## config.mk

```make
export PLATFORM = sky130hd
export DESIGN_NAME = ntt_bf_scheduler
export DESIGN_NICKNAME = d
export VERILOG_FILES = /design/src/rtl/ntt_sched_pkg.sv /design/src/rtl/ntt_wb_delay.sv /design/src/rtl/ntt_bf_scheduler.sv
export SDC_FILE = /design/constraint.sdc
export NUM_CORES = 1
export LEC_CHECK = 0
export ABC_CLOCK_PERIOD_IN_PS = 6900
export CAP_MARGIN = 20
export CORE_AREA = 2 2 126 128
export DETAILED_ROUTE_END_ITERATION = 16
export DIE_AREA = 0 0 128 130
export GPL_TIMING_DRIVEN = 0
export PLACE_DENSITY = 0.71
export SYNTH_ARGS = -nofsm -noshare
export SYNTH_HDL_FRONTEND = slang
export SYNTH_SLANG_ARGS = --single-unit
```

## constraint.sdc

```tcl
create_clock -name clk -period 6.9 [get_ports clk]
set_input_delay 1.725 -clock clk [delete_from_list [all_inputs] [get_ports clk]]
set_output_delay 1.725 -clock clk [all_outputs]
set_load 0.05 [all_outputs]
```

## src/rtl/ntt_sched_pkg.sv

```systemverilog
// Shared types and constants for the forward-NTT butterfly scheduler.
package ntt_sched_pkg;

  typedef enum logic [1:0] {
    IDLE  = 2'd0,
    ISSUE = 2'd1,
    DRAIN = 2'd2,
    DONE  = 2'd3
  } sched_state_e;

  localparam logic MODE_DIL = 1'b0;
  localparam logic MODE_KYB = 1'b1;

  // Write-back must trail issue by the RAM read plus the butterfly pipeline.
  function automatic int wb_lat(input int mem_lat, input int bf_lat);
    return mem_lat + bf_lat;
  endfunction

endpackage

```

## src/rtl/ntt_wb_delay.sv

```systemverilog
// Fixed-depth shift register carrying {valid, addr_a, addr_b} from issue to write-back.
// any_vld_o reports entries that are still in flight after the current clock edge.
module ntt_wb_delay
  import ntt_sched_pkg::*;
#(
  parameter int DEPTH = 8,
  parameter int W     = 17
) (
  input  logic         clk,
  input  logic         rst,
  input  logic [W-1:0] d_i,
  output logic [W-1:0] q_o,
  output logic         any_vld_o
);

  logic [W-1:0] sr_q [DEPTH];

  always_ff @(posedge clk or posedge rst) begin
    if (rst) begin
      for (int i = 0; i < DEPTH; i++) sr_q[i] <= '0;
    end else begin
      sr_q[0] <= d_i;
      for (int i = 1; i < DEPTH; i++) sr_q[i] <= sr_q[i-1];
    end
  end

  assign q_o = sr_q[DEPTH-1];

  // The output stage is excluded so the next layer can issue right after the last write-back.
  always_comb begin
    any_vld_o = 1'b0;
    for (int i = 0; i < DEPTH - 1; i++) any_vld_o = any_vld_o | sr_q[i][W-1];
  end

endmodule

```

## src/rtl/ntt_bf_scheduler.sv

```systemverilog
// In-place forward NTT sequencer: one butterfly pair per cycle, layer drain, delayed write-back.
// Optional NTT_SCHED_STALL_EN adds a stall input that freezes issue while in ISSUE.
//
// state | meaning
// IDLE  | waiting for start
// ISSUE | issuing one pair per cycle for the current layer
// DRAIN | waiting for in-flight write-backs of the layer to retire
// DONE  | one-cycle done pulse
module ntt_bf_scheduler
  import ntt_sched_pkg::*;
#(
  parameter int N       = 256,
  parameter int LOG_N   = 8,
  parameter int MEM_LAT = 1,
  parameter int BF_LAT  = 7
) (
  input  logic             clk,
  input  logic             rst,
  input  logic             start_i,
  input  logic             mode_i,
`ifdef NTT_SCHED_STALL_EN
  input  logic             stall_i,
`endif
  output logic             busy_o,
  output logic             done_o,
  output logic             rd_en_o,
  output logic [LOG_N-1:0] rd_addr_a_o,
  output logic [LOG_N-1:0] rd_addr_b_o,
  output logic [LOG_N-1:0] tw_idx_o,
  output logic             wr_en_o,
  output logic [LOG_N-1:0] wr_addr_a_o,
  output logic [LOG_N-1:0] wr_addr_b_o
);

  localparam int WB_LAT = wb_lat(MEM_LAT, BF_LAT);
  localparam int WB_W   = 2 * LOG_N + 1;
  localparam logic [LOG_N-1:0] ONE     = LOG_N'(1);
  localparam logic [LOG_N-1:0] LEN0    = LOG_N'(N / 2);
  localparam logic [LOG_N-1:0] HALF_M1 = LOG_N'(N / 2 - 1);

  sched_state_e     state_q, state_d;
  logic             mode_q, mode_d;
  logic [LOG_N-1:0] len_q, len_d;
  logic [LOG_N-1:0] j_q, j_d;
  logic [LOG_N-1:0] a_q, a_d;
  logic [LOG_N-1:0] b_q, b_d;
  logic [LOG_N-1:0] k_q, k_d;
  logic [LOG_N-1:0] cnt_q, cnt_d;
  logic             rd_en_q, busy_q, done_q;
  logic             stall_w;
  logic             pend_vld;
  logic [LOG_N-1:0] min_len;
  logic [WB_W-1:0]  wb_out;

`ifdef NTT_SCHED_STALL_EN
  assign stall_w = stall_i;
`else
  assign stall_w = 1'b0;
`endif

  assign min_len = (mode_q == MODE_KYB) ? LOG_N'(2) : ONE;

  always_ff @(posedge clk or posedge rst) begin
    if (rst) begin
      state_q <= IDLE;
      mode_q  <= MODE_DIL;
      len_q   <= '0;
      j_q     <= '0;
      a_q     <= '0;
      b_q     <= '0;
      k_q     <= '0;
      cnt_q   <= '0;
      rd_en_q <= 1'b0;
      busy_q  <= 1'b0;
      done_q  <= 1'b0;
    end else begin
      state_q <= state_d;
      mode_q  <= mode_d;
      len_q   <= len_d;
      j_q     <= j_d;
      a_q     <= a_d;
      b_q     <= b_d;
      k_q     <= k_d;
      cnt_q   <= cnt_d;
      rd_en_q <= (state_d == ISSUE);
      busy_q  <= (state_d != IDLE);
      done_q  <= (state_d == DONE);
    end
  end

  always_comb begin
    state_d = state_q;
    mode_d  = mode_q;
    len_d   = len_q;
    j_d     = j_q;
    a_d     = a_q;
    k_d     = k_q;
    cnt_d   = cnt_q;
    case (state_q)
      IDLE: begin
        if (start_i) begin
          state_d = ISSUE;
          mode_d  = mode_i;
          len_d   = LEN0;
          j_d     = '0;
          a_d     = '0;
          k_d     = ONE;
          cnt_d   = '0;
        end
      end
      ISSUE: begin
        if (!stall_w) begin
          cnt_d = cnt_q + ONE;
          if (j_q == len_q - ONE) begin
            // Skip over the upper half of the group to reach the next group's base.
            j_d = '0;
            a_d = a_q + len_q + ONE;
            k_d = k_q + ONE;
          end else begin
            j_d = j_q + ONE;
            a_d = a_q + ONE;
          end
          if (cnt_q == HALF_M1) begin
            state_d = DRAIN;
            cnt_d   = '0;
          end
        end
      end
      DRAIN: begin
        if (!pend_vld) begin
          if (len_q == min_len) begin
            state_d = DONE;
          end else begin
            state_d = ISSUE;
            len_d   = len_q >> 1;
            j_d     = '0;
            a_d     = '0;
          end
        end
      end
      DONE:    state_d = IDLE;
      default: state_d = IDLE;
    endcase
    b_d = a_d + len_d;
  end

  assign rd_en_o     = rd_en_q & ~stall_w;
  assign rd_addr_a_o = a_q;
  assign rd_addr_b_o = b_q;
  assign tw_idx_o    = k_q;
  assign busy_o      = busy_q;
  assign done_o      = done_q;

  ntt_wb_delay #(
    .DEPTH(WB_LAT),
    .W    (WB_W)
  ) u_wb_delay (
    .clk      (clk),
    .rst      (rst),
    .d_i      ({rd_en_o, a_q, b_q}),
    .q_o      (wb_out),
    .any_vld_o(pend_vld)
  );

  assign wr_en_o     = wb_out[WB_W-1];
  assign wr_addr_a_o = wb_out[2*LOG_N-1:LOG_N];
  assign wr_addr_b_o = wb_out[LOG_N-1:0];

endmodule

```

==> results of run 1 <==
cell families after synthesis:
| family | count (synthesis) |
|---|---|
| adders and majority gates | 21 |
| xor gates and xnor gates | 32 |
| buffers and inverters | 47 |
| muxes | 3 |
| DFF | 190 |
| AOI/OAI and AO/OA | 77 |
| and+or+nand+nor | 133 |
state kept, by name, summed over array words and instances, names as in the netlist:
name	cells
u_wb_delay.sr_q	119
done_o	1
cnt_q	8
rd_en_o	1
mode_q	1
j_q	8
rd_addr_a_o	8
busy_o	1
rd_addr_b_o	8
tw_idx_o	8
u_wb_delay.q_o	17
len_q	8
state_q	2
layer usage:
layer  part of all wire  global-route usage  vias up
li1                   -                   -     1838
met1               0.43               0.182     1923
met2               0.51               0.245       82
met3              0.038              0.0361       20
met4              0.023              0.0679        0
met5                  0                   0        -
power breakdown:
part           internal (mW)  switching [mW]
clock network          0.467           0.418
registers               1.11               0
logic                0.00337          0.0210
synthesized netlist by cell type (all sizes together) (2+ instances only):
master and number:
nor4 4, nand4 6, nor2b 7, o211ai 3
o21ai 34, or3 2, mux2i 2, buf 20
o31ai 3, dfrtp 190, nand2b 7, clkbuf 5
o221ai 3, inv 22, a31oi 3, and3 10
or2 2, nand3 15, a21oi 11, xor2 16
xnor2 16, fa 2, o22ai 2, o41ai 2
nor3b 3, ha 19, o21a 2, nor3 10
nor2 26, nand2 35, o21bai 2, a21o 3
through the flow:
stage	std cells	cell area [µm²]	setup TNS (ns)	hold WS, ns	util
2_1_floorplan	503	6790	0	0.331	-
3_3_place_gp	742	7500	-343.32	0.331	0.486
3_5_place_dp	743	7530	0	0.335	0.488
4_1_cts	774	8070	0	0.343	0.523
5_1_grt	774	8070	0	0.351	0.523
6_report	774	8070	0	0.344	0.523
path summary, 6_finish.rpt:
kind / to / slack (ns) / depth (start not counted)
max: rd_addr_b_o[7] / 2.27 / 15
min: u_wb_delay.sr_q[26] / 0.34 / 0
max reg2reg: rd_addr_b_o[7] / 2.56 / 17
min reg2reg: u_wb_delay.sr_q[26] / 0.34 / 0
max in group asynchronous: len_q[2] / 4.24 / 3
min in group asynchronous: u_wb_delay.q_o[14] / 1.81 / 2
final cells by class:
cell class,instances,area share
Multi-Input combinational cell,266,0.221
Clock buffer,18,0.0532
Tap cell,192,0.0298
Clock inverter,13,0.0133
Inverter,22,0.0112
Timing Repair Buffer,48,0.0617
Sequential cell,190,0.589
Buffer,25,0.0205
worst max-delay path, delay by kind of cell:
kind / cells / cell delay, ns
AOI/OAI and AO/OA: 6 / 1.31
adders and majority gates: 1 / 0.26
buffers and inverters: 2 / 0.85
xor gates and xnor gates: 2 / 0.34
and+or+nand+nor: 4 / 0.50
==> impl_metrics.tcl, run 1 <==
set metrics [dict create \
    grt.overflow.total 0 \
    postRouteWirelength_mm 11.2 \
    final_common_cell "dfrtp_1" \
    timing.final.crit_share 0.671 \
    yosys.area_share.xor_xnor 0.0413 \
    post_route_cells_drive_above_1_share 0.107 \
    synth.lib_cells_used.distinct 59 \
    clk_transition_reported_paths_ns 0.07 \
    wire_length_of_the_first_global_routing_pass_mm 18.7 \
    portBuffers 47 \
    run_status "finished, final reports clean" \
    timing_worst_slew_pin_value_ns 0.799 \
    avgSynthCellArea_um2 13.5 \
    insertion_delay_ns 0.42 \
    power.static_leakage_nw 3.49 \
    hp-start "u_wb_delay.sr_q[43]" \
    ioPinCount 48 \
    worst_setup_path_start_kind "input port" \
    ys_async_sr_fraction 1.00 \
    yosys.area.top_type "dfrtp_1" \
    grt_antenna_before_repair 0 \
    ys_top_cells_by_area "dfrtp_1 70%, ha_1 3.5%, xnor2_1 2.1%" \
    largest_net_degree_at_the_start_of_global_routing 98 \
    die_width_um 128 \
    clkSinkCount 190 \
    critical-path-slowest-cell "clkdlybuf4s50_1" \
    finalSetupViolations 0 \
    min_period_ns 4.63 \
    cts_buffers 17 \
    drc_errors 0 \
    route.detailed.wl_per_inst_um 14.4 \
    placeableCoreArea_um2 15400 \
    cp-startpoint "start_i" \
    globalRouteTotalUtil 0.147 \
    timing.setup.critical_path_class "input port to register" \
    register_area_um2 4750 \
    dominantRegCellSynth "dfrtp_1" \
    ys.warnings.count 0 \
    final_critical_path_setup_slack_ns 2.27 \
    tritoncts_clock_tree "yes" \
    count_of_final_hold_check_violations 0 \
    cts_root_buffer "clkbuf_16" \
    finClkSkew_ns 0.00965 \
    worst_ep_required_time_ns 7.25 \
    antenna_diode_count 0 \
    post_synth_and_or_nand_nor_area_fraction 0.105 \
    dr.pass1.iters 4 \
    fp.dieH_um 130 \
    dp_worst_setup_slack_ns 1.81 \
    slew_violations 0 \
    cp_slowest_stage_delay_ns 0.54 \
    powerDensity_nw_per_um2 251 \
    portion_of_netlist_area_occupied_by_mux_cells 0.00461 \
    area_growth_pct 18.9 \
    area_share_of_the_largest_cell_type_after_synthesis 0.701 \
    start_util 0.440 \
    yosys.area_share.adder 0.0409 \
    kind_of_capture_point_of_the_worst_setup_path "register" \
    finish.net_count 595 \
    num-fill-cells 1276 \
    die_area_um2 16600 \
    crit_chain "clkdlybuf4s50_1, nor3_1, a21oi_1, nand2_1, clkbuf_1, nand2_1, o221ai_1, ha_1, a21o_1, a21oi_1, nor2b_1, o21a_1, o41ai_1, xnor2_1, xor2_1" \
    syn_nets 528 \
    synthesis.instances 503 \
    post_route_ant_nets 0 \
    cts_hold_buffers 0 \
    power_mw 2.02 \
    fmax_mhz 216 \
    synth_top_family_by_area "simple AND/OR/NAND/NOR gates" \
    setup_repair_after_global_routing_missed_its_margin "no" \
    synth_seq_cells 190 \
    multi_input_area_um2 1780 \
    gpl.final_weighted_congestion 0.905 \
    row_count 46 \
    drtIter0Drc 275 \
    cts.path.max_buffers 2 \
    hpwl_mm 7.45 \
    critPathArrivalTime_ns 4.99 \
    route.detailed.vias_per_inst 4.99 \
    path_max_fanout 10 \
    maxCapViolations 0 \
    regToRegStartpoint "len_q[1]" \
    synth_enable_flop_cells 0 \
    slew_headroom 0.466 \
    hold_class "register to register" \
    post-cts-setup-buffer-count 0 \
    cts_htree_levels 4 \
    netlist_area_um2 6790 \
    vias 3863 \
    ys_seq_area_frac 0.701 \
    most_frequent_cells_in_the_layout "190 x dfrtp_1, 47 x clkdlybuf4s50_1, 34 x nand2_1" \
    max-vdd-ir-drop_uv 204 \
    number_of_global_route_vias_before_repair 3864 \
    cts_resized 0 \
    synth_compound_gate_area_share 0.0714 \
]
(Power assumes the default switching activity.)
==> inputs of run 2 (changes only) <==
--- a/config.mk
+++ b/config.mk
@@ -5,13 +5,13 @@
 export SDC_FILE = /design/constraint.sdc
 export NUM_CORES = 1
 export LEC_CHECK = 0
-export ABC_CLOCK_PERIOD_IN_PS = 6900
+export ABC_CLOCK_PERIOD_IN_PS = 4700
 export CAP_MARGIN = 20
 export CORE_AREA = 2 2 126 128
 export DETAILED_ROUTE_END_ITERATION = 16
 export DIE_AREA = 0 0 128 130
 export GPL_TIMING_DRIVEN = 0
-export PLACE_DENSITY = 0.71
+export PLACE_DENSITY = 0.68
 export SYNTH_ARGS = -nofsm -noshare
 export SYNTH_HDL_FRONTEND = slang
 export SYNTH_SLANG_ARGS = --single-unit
==> constraint.sdc (replaced) <==
create_clock -name clk -period 4.7 [get_ports clk]
set_input_delay 1.175 -clock clk [delete_from_list [all_inputs] [get_ports clk]]
set_output_delay 1.175 -clock clk [all_outputs]
set_load 0.05 [all_outputs]
==> impl_metrics.tcl, run 2 (synthesis gave the netlist of run 1 again) <==
set metrics [dict create \
    most_frequent_cells_in_the_layout "190 x dfrtp_1, 47 x clkdlybuf4s50_1, 34 x nand2_1" \
    dr.pass1.iters 4 \
    fp.dieH_um 130 \
    final_common_cell "dfrtp_1" \
    number_of_global_route_vias_before_repair 4033 \
    clk_transition_reported_paths_ns 0.07 \
    hold_class "register to register" \
    portBuffers 47 \
    route.detailed.wl_per_inst_um 14.6 \
    maxCapViolations 0 \
    cts_resized 0 \
    start_util 0.440 \
    cts_root_buffer "clkbuf_16" \
    worst_setup_path_start_kind "register" \
    fmax_mhz 229 \
    hpwl_mm 7.87 \
    setup_repair_after_global_routing_missed_its_margin "no" \
    slew_violations 0 \
    cts_buffers 17 \
    post-cts-setup-buffer-count 0 \
    timing.final.crit_share 0.931 \
    largest_net_degree_at_the_start_of_global_routing 47 \
    globalRouteTotalUtil 0.152 \
    grt.overflow.total 0 \
    ioPinCount 48 \
    slew_headroom 0.437 \
    largest_register_ff_count 119 \
    tritoncts_clock_tree "yes" \
    path_max_fanout 8 \
    timing.setup.critical_path_class "register to register" \
    vias 3865 \
    finalHoldWorstSlack_ns 0.346 \
    placeableCoreArea_um2 15400 \
    gpl.final_weighted_congestion 0.839 \
    max-vdd-ir-drop_uv 237 \
    drc_errors 0 \
    worst_ep_required_time_ns 5.05 \
    route.detailed.vias_per_inst 4.97 \
    powerDensity_nw_per_um2 377 \
    top_register "u_wb_delay.sr_q" \
    area_growth_pct 20.5 \
    postRouteWirelength_mm 11.3 \
    post_route_ant_nets 0 \
    total_negative_setup_slack_ns 0 \
    timing_worst_slew_pin_value_ns 0.842 \
    finish.net_count 598 \
    wire_length_of_the_first_global_routing_pass_mm 19.4 \
    post_route_cells_drive_above_1_share 0.114 \
    finalSetupViolations 0 \
    die_area_um2 16600 \
    finClkSkew_ns 0.00913 \
    final_util 0.530 \
    run_status "finished, final reports clean" \
    cts_hold_buffers 0 \
    antenna_diode_count 0 \
    min_period_ns 4.38 \
    die_width_um 128 \
    insertion_delay_ns 0.43 \
    row_count 46 \
    grt_antenna_before_repair 0 \
    drtIter0Drc 191 \
    kind_of_capture_point_of_the_worst_setup_path "register" \
    cts_htree_levels 4 \
    critPathArrivalTime_ns 4.72 \
    count_of_final_hold_check_violations 0 \
    power.static_leakage_nw 3.54 \
    clkSinkCount 190 \
    cts.path.max_buffers 2 \
]
[run 2: changes by cell type in the layout (fill, tap and decap cells not counted), sizes merged]
cell	change
inv	-1
bufinv	+1
clkinv	-2
buf	+3
clkbuf	+2
clkinvlp	+1
[run 2: critical path, stage by stage, from the launching register on]
cell      delay, ns
dfrtp_1        0.52
inv_1          0.14
ha_1           0.31
xor2_1         0.14
o211ai_1       0.10
a211o_1        0.34
nor3_4         0.48
mux2i_1        0.14
a22oi_1        0.32
inv_2          0.07
ha_1           0.30
a21o_1         0.19
a21oi_1        0.24
nor2b_1        0.08
o21a_1         0.21
o41ai_1        0.36
xnor2_1        0.19
xor2_1         0.15
[run 2: worst paths after layout]
kind / end / from / slack (ns) / cells past startpoint
hold / removal: u_wb_delay.sr_q[60] / u_wb_delay.sr_q[77] / 0.35 / 0
max in group asynchronous: rd_addr_b_o[1] / rst / 2.51 / 4
setup / recovery: rd_addr_b_o[7] / len_q[1] / 0.32 / 17
hold reg to reg: u_wb_delay.sr_q[60] / u_wb_delay.sr_q[77] / 0.35 / 0
setup reg to reg: rd_addr_b_o[7] / len_q[1] / 0.32 / 17
min in group asynchronous: rd_addr_b_o[5] / rst / 1.28 / 2
[run 2: routing by layer]
layer	track usage	vias up	share of wire
met4	0.0756	0	0.029
met3	0.0439	33	0.033
met1	0.189	1915	0.45
li1	-	1837	-
met2	0.246	80	0.49
met5	0	-	0
[run 2: area by class of cell]
class,count,area [µm²]
buffer,25,165
clock buffer,20,467
clock inverter,12,128
fill,1288,7250
inverter,22,86.3
multi-input combinational,266,1780
sequential,190,4750
tap,192,240
timing repair buffer,51,551
[run 2: per-stage QoR]
| stage | cell area, µm² | setup slack, ns | total power [mW] | cells |
|---|---|---|---|---|
| after floorplan | 6790 | 0.982 | 1.69 | 503 |
| after global placement | 7500 | -0.168 | 1.70 | 742 |
| after detailed placement | 7580 | 0.172 | 1.71 | 746 |
| after CTS | 8170 | 0.298 | 3.13 | 778 |
| after global routing | 8170 | 0.00936 | 3.21 | 778 |
| final | 8170 | 0.324 | 3.08 | 778 |
[run 2: report_power, final]
part           internal [mW]  switching, mW
clock network          0.789          0.620
registers               1.63              0
logic                0.00921         0.0316
==> inputs of run 3 (changes only) <==
--- a/config.mk
+++ b/config.mk
@@ -7,9 +7,9 @@
 export LEC_CHECK = 0
 export ABC_CLOCK_PERIOD_IN_PS = 4700
 export CAP_MARGIN = 20
-export CORE_AREA = 2 2 126 128
+export CORE_AREA = 2 2 162 101
 export DETAILED_ROUTE_END_ITERATION = 16
-export DIE_AREA = 0 0 128 130
+export DIE_AREA = 0 0 164 103
 export GPL_TIMING_DRIVEN = 0
 export PLACE_DENSITY = 0.68
 export SYNTH_ARGS = -nofsm -noshare
==> impl_metrics.tcl, run 3 (synthesis gave the netlist of run 1 again) <==
set metrics [dict create \
    dr.pass1.iters 4 \
    cts_hold_buffers 0 \
    finClkSkew_ns 0.00946 \
    top_register "u_wb_delay.sr_q" \
    wire_length_of_the_first_global_routing_pass_mm 20.1 \
    finalHoldWorstSlack_ns 0.339 \
    timing.final.crit_share 0.924 \
    regToRegStartpoint "len_q[3]" \
    combPwrFrac 0.013 \
    worst_r2r_path_depth 16 \
    hold-path-cell-count 0 \
    kind_of_capture_point_of_the_worst_setup_path "register" \
    worst_ep_required_time_ns 5.05 \
    final_util 0.527 \
    post_route_cells_drive_above_1_share 0.119 \
    regToRegEndpoint "rd_addr_b_o[7]" \
    insertion_delay_ns 0.42 \
    clkSinkCount 190 \
    antenna_diode_count 0 \
    timing.setup.critical_path_class "register to register" \
    grt.overflow.total 0 \
    globalRouteTotalUtil 0.158 \
    ioPinCount 48 \
    start_util 0.434 \
    drc_errors 0 \
    route.detailed.vias_per_inst 4.89 \
    hpwl_mm 8.39 \
    die_width_um 164 \
    cts.path.max_buffers 2 \
    count_of_final_hold_check_violations 0 \
    postRouteWirelength_mm 12.1 \
    largest_register_ff_count 119 \
    portBuffers 47 \
    ff2ff_setup_slack_ns 0.36 \
    cts_htree_levels 4 \
    clkPwrFrac 0.456 \
    min_period_ns 4.34 \
    path_max_fanout 7 \
    final_common_cell "dfrtp_1" \
    critPathArrivalTime_ns 4.69 \
    p_sw_frac 0.234 \
    slew_violations 0 \
    run_status "finished, final reports clean" \
    hold_class "register to register" \
    powerDensity_nw_per_um2 374 \
    most_frequent_cells_in_the_layout "190 x dfrtp_1, 47 x clkdlybuf4s50_1, 34 x nand2_1" \
    finalSetupViolations 0 \
    vias 3902 \
    post_route_ant_nets 0 \
    total_switching_power_uw 721 \
    max-vdd-ir-drop_uv 219 \
    number_of_global_route_vias_before_repair 3881 \
    cellInternalPower_mw 2.36 \
    slew_headroom 0.421 \
    placeableCoreArea_um2 15600 \
    drtIter0Drc 176 \
    route.detailed.wl_per_inst_um 15.1 \
    power.static_leakage_nw 3.57 \
    tritoncts_clock_tree "yes" \
    hp-start "u_wb_delay.sr_q[91]" \
    cts_buffers 17 \
    fmax_mhz 230 \
    gpl.final_weighted_congestion 0.805 \
    power_mw 3.08 \
    power.share.sequential 0.530 \
    largest_net_degree_at_the_start_of_global_routing 46 \
    min_to "u_wb_delay.sr_q[74]" \
    row_count 36 \
    timing_worst_slew_pin_value_ns 0.866 \
    maxCapViolations 0 \
    cts_root_buffer "clkbuf_16" \
    fp.dieH_um 103 \
    worst_setup_path_start_kind "register" \
    grt_antenna_before_repair 0 \
    die_area_um2 16900 \
    finish.net_count 601 \
    area_growth_pct 21.4 \
    clk_transition_reported_paths_ns 0.08 \
]
==> run 3: changes by cell type in the layout (fill, tap and decap cells not counted), moves of 2 or more <==
| cell | before | now |
|---|---|---|
| buf_4 | 16 | 19 |
| clkbuf_8 | 3 | 0 |
| clkinv_8 | 0 | 6 |
| inv_6 | 1 | 3 |
| inv_8 | 4 | 2 |
==> run 3: metrics by stage <==
step,area [µm²],std cells,setup TNS [ns],setup slack [ns]
floorplan,6790,503,0,0.982
global placement,7520,759,-32.34,-0.182
detailed placement,7600,763,0,0.0764
CTS,8200,795,0,0.284
global route,8240,798,-0.0131,-0.0131
finish,8240,798,0,0.359
==> run 3: worst max-delay path: stages, from the launching register on <==
cell and delay (ns):
dfrtp_1 0.39, buf_2 0.18, or3_1 0.39, nor4_1 0.50, nor4b_4 0.15, nor3_4 0.38, mux2i_1 0.13, a22oi_1 0.32
inv_2 0.07, ha_1 0.29, a21o_1 0.18, a21oi_1 0.24, nor2b_1 0.08, o21a_1 0.20, o41ai_1 0.43, xnor2_1 0.20
xor2_1 0.15
==> run 3: power by group through the flow <==
stage | clock network (mW) | logic (mW) | registers (mW)
floorplan | 0 | 0.0240 | 1.67
global placement | 0 | 0.0336 | 1.67
detailed placement | 0 | 0.0443 | 1.67
CTS | 1.44 | 0.0444 | 1.63
global route | 1.51 | 0.0494 | 1.63
finish | 1.41 | 0.0409 | 1.63
==> run 3: repair_timing <==
| item | 4_1_cts | 5_1_grt |
|---|---|---|
| gates resized for setup | 0 | 2 |
| setup buffers | 0 | 3 |
| setup endpoints to repair | 0 | 1 |
==> run 3: layer usage <==
| layer | part of all wire | vias up | global-route usage |
|---|---|---|---|
| met4 | 0.015 | 0 | 0.0614 |
| met5 | 0 | - | 0 |
| met1 | 0.48 | 1978 | 0.222 |
| li1 | - | 1840 | - |
| met3 | 0.038 | 17 | 0.0366 |
| met2 | 0.46 | 67 | 0.243 |
==> run 3: area by class of cell <==
type,instances,area (µm²)
Inverter,22,86.3
Clock inverter,15,174
Clock buffer,17,425
Timing Repair Buffer,54,573
Sequential cell,190,4750
Tap cell,209,262
Buffer,25,165
Multi-Input combinational cell,266,1800
Fill cell,1311,7390
==> run 3: worst max path at each step <==
stage	startpoint	to	slack, ns	depth (start not counted)
2_1_floorplan	len_q[1]	rd_addr_b_o[7]	0.98	17
3_3_place_gp	rst	mode_q	-0.18	2
3_5_place_dp	start_i	rd_addr_b_o[7]	0.08	15
4_1_cts	len_q[1]	rd_addr_b_o[7]	0.28	17
5_1_grt	len_q[1]	rd_addr_b_o[7]	-0.01	16
6_report	len_q[3]	rd_addr_b_o[7]	0.36	16
